==> src/rtl/lp_problem_tx.sv <==
// Host-side transmitter for the LP solver frame protocol: stores one problem, serializes it, checks the reply.
// Optional WAIT watchdog compiled in with `define LP_TX_TIMEOUT_EN (limit = TIMEOUT cycles).
module lp_problem_tx #(
    parameter int NUM_CON = 6,
    parameter int TIMEOUT = 4096
) (
    input  logic        clk,
    input  logic        rst,
    input  logic        ld_valid,
    input  logic [5:0]  ld_a1,
    input  logic [5:0]  ld_a2,
    input  logic [11:0] ld_b,
    output logic        ld_ready,
    input  logic [11:0] exp_value,
    input  logic        start,
    output logic        busy,
    output logic        tx_valid,
    output logic [5:0]  tx_a1,
    output logic [5:0]  tx_a2,
    output logic [11:0] tx_b,
    input  logic        rx_valid,
    input  logic [11:0] rx_max_value,
    output logic        done,
    output logic [11:0] result,
    output logic        match,
    output logic        timeout
);

    localparam int PW = $clog2(NUM_CON + 1);
    localparam logic [PW-1:0] LAST = PW'(NUM_CON);

    typedef enum logic [1:0] {IDLE, SEND, WAIT, DONE} state_t;

    state_t        state;
    logic [5:0]    a1_mem [0:NUM_CON];
    logic [5:0]    a2_mem [0:NUM_CON];
    logic [11:0]   b_mem  [0:NUM_CON];
    logic [PW-1:0] ptr;
    logic [PW-1:0] sidx;
    logic [PW-1:0] sidx_nx;
    logic          loaded;
    logic [11:0]   exp_lat;
    logic          launch;
    logic          ld_take;

`ifdef LP_TX_TIMEOUT_EN
    localparam int CW = $clog2(TIMEOUT + 1);
    localparam logic [CW-1:0] WLAST = CW'(TIMEOUT - 1);
    logic [CW-1:0] wcnt;
`else
    // The watchdog limit is meaningless without the watchdog.
    logic unused_timeout_cfg;
    assign unused_timeout_cfg = ^TIMEOUT;
    assign timeout = 1'b0;
`endif

    // Load handshake: a word is taken on any edge with ld_valid && ld_ready, unless a
    // launching start shares that edge (start wins and the word is dropped).
    assign launch  = (state == IDLE) && start && loaded;
    assign ld_take = (state == IDLE) && ld_valid && !launch;
    assign sidx_nx = sidx + 1'b1;

    always_ff @(posedge clk) begin
        if (ld_take) begin
            a1_mem[ptr] <= ld_a1;
            a2_mem[ptr] <= ld_a2;
            b_mem[ptr]  <= ld_b;
        end
    end

    always_ff @(posedge clk) begin
        if (rst) begin
            state    <= IDLE;
            ptr      <= '0;
            sidx     <= '0;
            loaded   <= 1'b0;
            exp_lat  <= '0;
            ld_ready <= 1'b1;
            busy     <= 1'b0;
            tx_valid <= 1'b0;
            tx_a1    <= '0;
            tx_a2    <= '0;
            tx_b     <= '0;
            done     <= 1'b0;
            result   <= '0;
            match    <= 1'b0;
`ifdef LP_TX_TIMEOUT_EN
            timeout  <= 1'b0;
            wcnt     <= '0;
`endif
        end else begin
            done <= 1'b0;
            case (state)
                IDLE: begin
                    if (launch) begin
                        state    <= SEND;
                        exp_lat  <= exp_value;
                        ld_ready <= 1'b0;
                        busy     <= 1'b1;
                        tx_valid <= 1'b1;
                        tx_a1    <= a1_mem[0];
                        tx_a2    <= a2_mem[0];
                        tx_b     <= '0;
                        sidx     <= '0;
                    end else if (ld_take) begin
                        if (ptr == '0) begin
                            loaded <= 1'b0;
                        end
                        if (ptr == LAST) begin
                            ptr    <= '0;
                            loaded <= 1'b1;
                        end else begin
                            ptr <= ptr + 1'b1;
                        end
                    end
                end
                SEND: begin
                    if (sidx == LAST) begin
                        state    <= WAIT;
                        tx_valid <= 1'b0;
                        tx_a1    <= '0;
                        tx_a2    <= '0;
                        tx_b     <= '0;
`ifdef LP_TX_TIMEOUT_EN
                        wcnt     <= '0;
`endif
                    end else begin
                        sidx  <= sidx_nx;
                        tx_a1 <= a1_mem[sidx_nx];
                        tx_a2 <= a2_mem[sidx_nx];
                        tx_b  <= b_mem[sidx_nx];
                    end
                end
                WAIT: begin
                    // A reply on the very edge the watchdog expires is still a normal capture.
                    if (rx_valid) begin
                        state   <= DONE;
                        done    <= 1'b1;
                        result  <= rx_max_value;
                        match   <= (rx_max_value == exp_lat);
`ifdef LP_TX_TIMEOUT_EN
                        timeout <= 1'b0;
                    end else if (wcnt == WLAST) begin
                        state   <= DONE;
                        done    <= 1'b1;
                        result  <= 12'h800;
                        match   <= 1'b0;
                        timeout <= 1'b1;
                    end else begin
                        wcnt <= wcnt + 1'b1;
`endif
                    end
                end
                DONE: begin
                    state    <= IDLE;
                    busy     <= 1'b0;
                    ld_ready <= 1'b1;
                end
                default: state <= IDLE;
            endcase
        end
    end

endmodule

==> config.mk <==
export PLATFORM = sky130hd
export DESIGN_NAME = lp_problem_tx
export DESIGN_NICKNAME = d
export VERILOG_FILES = /design/src/rtl/lp_problem_tx.sv
export SDC_FILE = /design/constraint.sdc
export NUM_CORES = 1
export LEC_CHECK = 0
export ABC_CLOCK_PERIOD_IN_PS = 3500
export BUFFER_PORTS_ARGS = -buffer_cell sky130_fd_sc_hd__buf_2
export CORE_ASPECT_RATIO = 1.4
export CORE_MARGIN = 2
export CORE_UTILIZATION = 50
export DETAILED_ROUTE_END_ITERATION = 8
export GPL_TIMING_DRIVEN = 0
export PLACE_DENSITY = 0.72
export SYNTH_ARGS = -nofsm -noshare
export SYNTH_HDL_FRONTEND = slang
export SYNTH_SLANG_ARGS = --single-unit
==> constraint.sdc <==
create_clock -name clk -period 3.5 [get_ports clk]
set_input_delay 0.35 -clock clk [delete_from_list [all_inputs] [get_ports clk]]
set_output_delay 0.35 -clock clk [all_outputs]
set_load 0.02 [all_outputs]
==> results summary <==
Walking the worst path, the cells encountered are inv_1, ha_1, a21boi_2, nand3_1, or3b_2, inv_1. The number of design-rule violations left by the first detailed-router iteration came out at 466. Prior to clock tree synthesis, the placed netlist has a worst setup slack of 0.307 ns.

For this run, the share of the core covered by cells in the final layout is 60.2%. When the netlist entered floorplanning its net count stood at 686. The post-layout total power came out at 5510 uW. The slowest stage of the critical path is the sky130_fd_sc_hd__inv_1 cell. The cell-internal power came out at 4400 uW. Dividing total power by cell area gives a power density of 525 nW/um2. For this run, the detailed router's first-pass iteration total came to 5. The combined buffer and inverter count along the critical path is 2. Per report_power, the combinational group accounts for 2.7% of the total.

The number of synthesized flops with an enable pin came out at 168. The average wire per cell in the routed design is 20.0 um. Summing over every cut layer, the via total after detailed routing is 5,609. The post-route netlist has 23.6% of its cells at a drive strength greater than 1. The number of instances in the synthesized netlist came out at 626. The height of the die came out at 162 um. After detailed routing, the number of remaining DRC violations is 0. The min-delay analysis places its worst path in the category in -> reg. The synthesis-to-finish area growth came out at 17.4%.

The most instantiated flip-flop cell in the synthesis netlist is sky130_fd_sc_hd__edfxtp_1. The post-CTS setup buffer count is 0. The most numerous cell type found on the critical path is sky130_fd_sc_hd__inv_1. The count of warnings emitted by yosys is 0. The overall routing resource usage is 21.3%.

The overall die area came out at 19,000 um2. The number of unique standard cell types used by synthesis is 50. In this run the number of cells on the critical path is 6.

The number of max-cap violations came out at 0. The number of rows in the core area is 57. The endpoint of the worst register-to-register path is b_mem[3][3]$_DFFE_PP_. In this run, flip-flops and latches consume 54.1% of the power. The worst hold path begins at exp_value[6]. The post-route setup TNS is 0 ns. The flop and latch count out of synthesis is 230.

The first global-routing pass estimated 30,500 um of wire. The relative max-transition margin came out at 16.1%. The post-detailed-route count of antenna-violating nets came out at 0. In this design, the largest share of critical-path delay is due to buffers and inverters. For the worst setup path, the data required time is 3.61 ns.

The critical path's largest stage delay is 0.92 ns. The sequential fraction of the synthesis area came out at 70.4%. The startpoint class of the critical path is a register. The count of buffers from port buffering is 92.

The placed wire-length estimate came out at 12,700 um. The setup path with the least slack is of type reg -> reg. The antenna diode count is 0. The leakage power summed over all cells came out at 0.00372 uW. The total wire length is 20,000 um. In this run the critical register-to-register path is launched from state[0]$_SDFFE_PP0P_. The worst-case register-to-register setup slack is 0.31 ns. In this run the worst path has a maximum fanout of 24. The total global routing overflow came out at 0. The worst setup path is captured at a register. The number of fill cells in the layout is 1,346. The leading cell type in the layout, fill and taps excluded is sky130_fd_sc_hd__edfxtp_1. The width of the die came out at 117 um. The flow ran to the end, and the final reports show no timing, DRC or antenna violations. In the post-route analysis, the smallest setup slack over all paths is 0.313 ns. The placer congestion estimate is 0.785. The number of antenna violations at the first check in global routing is 0. The deepest clock path buffer count is 3.

The area taken by flip-flops and latches is 6290 um2. Counting instances, the worst hold path has a depth of 3. The worst-case vdd ir drop is 0.435 mV. The later-pin clock latency in the skew report is 0.51 ns. The floorplan step defined a core boundary enclosing 17,400 um2. The ratio of routed vias to standard cells came out at 5.61. The worst hold path terminates at exp_lat[6]$_SDFFE_PP0P_. The root buffer cell is sky130_fd_sc_hd__clkbuf_16.

The post-synthesis area per instance came out at 14.3 um2. After clock tree synthesis, the repair step resized 0 gates. The library cells used most frequently in the layout, excluding fill and tap cells, are sky130_fd_sc_hd__edfxtp_1 (168), sky130_fd_sc_hd__buf_2 (101), sky130_fd_sc_hd__nand2_1 (68), sky130_fd_sc_hd__dfxtp_1 (62), sky130_fd_sc_hd__a21oi_1 (56).

The final number of max-transition violations is 0. The worst hold margin is 0.0821 ns. The fraction of registers with async set or reset after synthesis is 0%. For this configuration, the core starts out at a cell density of 51.3%. The clock transition at the registers of the reported paths is 0.06 ns. The clock sink count came out at 230. The multi-input combinational cell area is 2460 um2. The count of hold buffers inserted by post-cts repair is 0. The slew at the pin closest to its max-slew limit came out at 1.26 ns. The share of the clock period used by the worst path came out at 91.1%. The final clock skew came out at 0.0120 ns.

The number of clock buffers inserted by TritonCTS came out at 23. Setup violations remaining at the end of the flow were counted as 0. Entering global routing, the biggest net connects 25 pins.

The TritonCTS clock tree is yes. The synthesized design spends more area on one cell type than any other, namely sky130_fd_sc_hd__edfxtp_1. The cell depth of the worst flop-to-flop path is 6. The hold violation total from the final report is 0. After layout, the minimum clock period comes to 3.19 ns. Setup repair after global routing left no endpoint under its margin. By area the synthesized netlist is led by sky130_fd_sc_hd__edfxtp_1 (56%), sky130_fd_sc_hd__dfxtp_1 (14%), sky130_fd_sc_hd__a21oi_1 (3.1%).

The net switching power of the design is 1110 uW. The fraction of synthesized cell area taken by the top area cell type is 56.5%. The via count of the first global-routing pass is 5,691. The top-level I/O count is 95.

The maximum level of the CTS H-tree came out at 1. Static timing analysis puts the maximum clock frequency at 314 MHz. The worst endpoint data arrival time is 3.30 ns. The part of the power in the clock network is 43.3%. The post-synthesis cell area came out at 8930 um2.

The switching share of total power is 20.1%. At the end of the flow, the number of nets in the layout was 807.
==> power by group through the flow <==
stage	clock (uW)	sequential, uW	combinational [uW]
final	2380	2980	146
after global placement	0	3030	136
after floorplan	0	3030	60.8
after CTS	2400	2980	148
after global routing	2520	2980	161
after detailed placement	0	3040	146
==> cell usage after synthesis, types with 3 or more instances <==
cell	n
sky130_fd_sc_hd__edfxtp_1	168
sky130_fd_sc_hd__nand2_1	68
sky130_fd_sc_hd__dfxtp_1	62
sky130_fd_sc_hd__a21oi_1	56
sky130_fd_sc_hd__mux2i_1	24
sky130_fd_sc_hd__nor2_1	23
sky130_fd_sc_hd__clkbuf_1	22
sky130_fd_sc_hd__nand3_1	18
sky130_fd_sc_hd__a211oi_1	12
sky130_fd_sc_hd__a32oi_1	12
sky130_fd_sc_hd__mux4_2	12
sky130_fd_sc_hd__o21bai_1	12
sky130_fd_sc_hd__o2bb2ai_1	12
sky130_fd_sc_hd__a31oi_1	11
sky130_fd_sc_hd__mux2_1	10
sky130_fd_sc_hd__buf_2	9
sky130_fd_sc_hd__or2_2	9
sky130_fd_sc_hd__xor2_1	8
sky130_fd_sc_hd__ha_1	7
sky130_fd_sc_hd__inv_1	7
sky130_fd_sc_hd__nor3_1	6
sky130_fd_sc_hd__mux2_2	5
sky130_fd_sc_hd__o21ai_0	5
sky130_fd_sc_hd__xnor2_1	4
sky130_fd_sc_hd__and3_1	3
sky130_fd_sc_hd__buf_4	3
sky130_fd_sc_hd__nand2b_1	3
sky130_fd_sc_hd__nor4_1	3
sky130_fd_sc_hd__or2_1	3
==> logic make-up after synthesis <==
family | count (synthesis) | synth area share (%)
other | 1 | 0.0420
AO/OA/AOI/OAI | 132 | 9.77
AND/OR/NAND/NOR | 147 | 7.50
adder cells (fa/ha/maj) | 7 | 0.981
XOR/XNOR | 13 | 1.36
flip-flops | 230 | 70.4
multiplexers | 51 | 7.61
buffers and inverters | 45 | 2.35
==> worst register-to-register path, stage by stage, from the launching register on <==
cell                       delay [ns]
sky130_fd_sc_hd__dfxtp_1         0.33
sky130_fd_sc_hd__inv_1           0.13
sky130_fd_sc_hd__ha_1            0.26
sky130_fd_sc_hd__a21boi_2        0.36
sky130_fd_sc_hd__nand3_1         0.25
sky130_fd_sc_hd__or3b_2          0.54
sky130_fd_sc_hd__inv_1           0.92
==> worst max-delay path by stage <==
stage | slack, ns | endpoint | from
final | 0.31 | b_mem[3][3]$_DFFE_PP_ | state[0]$_SDFFE_PP0P_
after floorplan | 0.30 | a1_mem[4][0]$_DFFE_PP_ | state[0]$_SDFFE_PP0P_
after detailed placement | 0.31 | a2_mem[3][3]$_DFFE_PP_ | state[0]$_SDFFE_PP0P_
after CTS | 0.29 | b_mem[3][3]$_DFFE_PP_ | state[0]$_SDFFE_PP0P_
after global placement | -1.32 | a1_mem[2][0]$_DFFE_PP_ | state[0]$_SDFFE_PP0P_
after global routing | 0.06 | a1_mem[3][4]$_DFFE_PP_ | state[0]$_SDFFE_PP0P_
==> state kept, by name (all words and copies together) (netlist names) <==
signal	cells
b_mem	84
a1_mem	42
a2_mem	42
exp_lat	12
result	12
tx_b	12
tx_a1	6
tx_a2	6
ptr	3
sidx	3
state	2
busy	1
done	1
ld_ready	1
loaded	1
match	1
tx_valid	1
==> area by class of cell <==
cell class	count	share of cell area [%]
Buffer	38	1.75
Clock buffer	30	5.84
Clock inverter	11	1.11
Inverter	7	0.251
Multi-Input combinational cell	351	23.5
Sequential cell	230	60.0
Tap cell	236	2.82
Timing Repair Buffer	96	4.79
==> per-stage QoR <==
stage	instance area, um2	instances
3_3_place_gp	9690	954
2_1_floorplan	8930	626
3_5_place_dp	9750	958
5_1_grt	10500	999
6_report	10500	999
4_1_cts	10500	999
==> routing by layer <==
metal | part of all wire, % | GRT usage [%] | vias to the layer above | routed length [um]
li1 | - | - | 2592 | -
met1 | 40 | 26.4 | 2758 | 7990
met2 | 51 | 36.5 | 220 | 10100
met3 | 6.6 | 3.88 | 39 | 1320
met4 | 2.6 | 8.61 | 0 | 512
met5 | 0 | 0 | - | 0
Power figures use the tool's default switching activity.
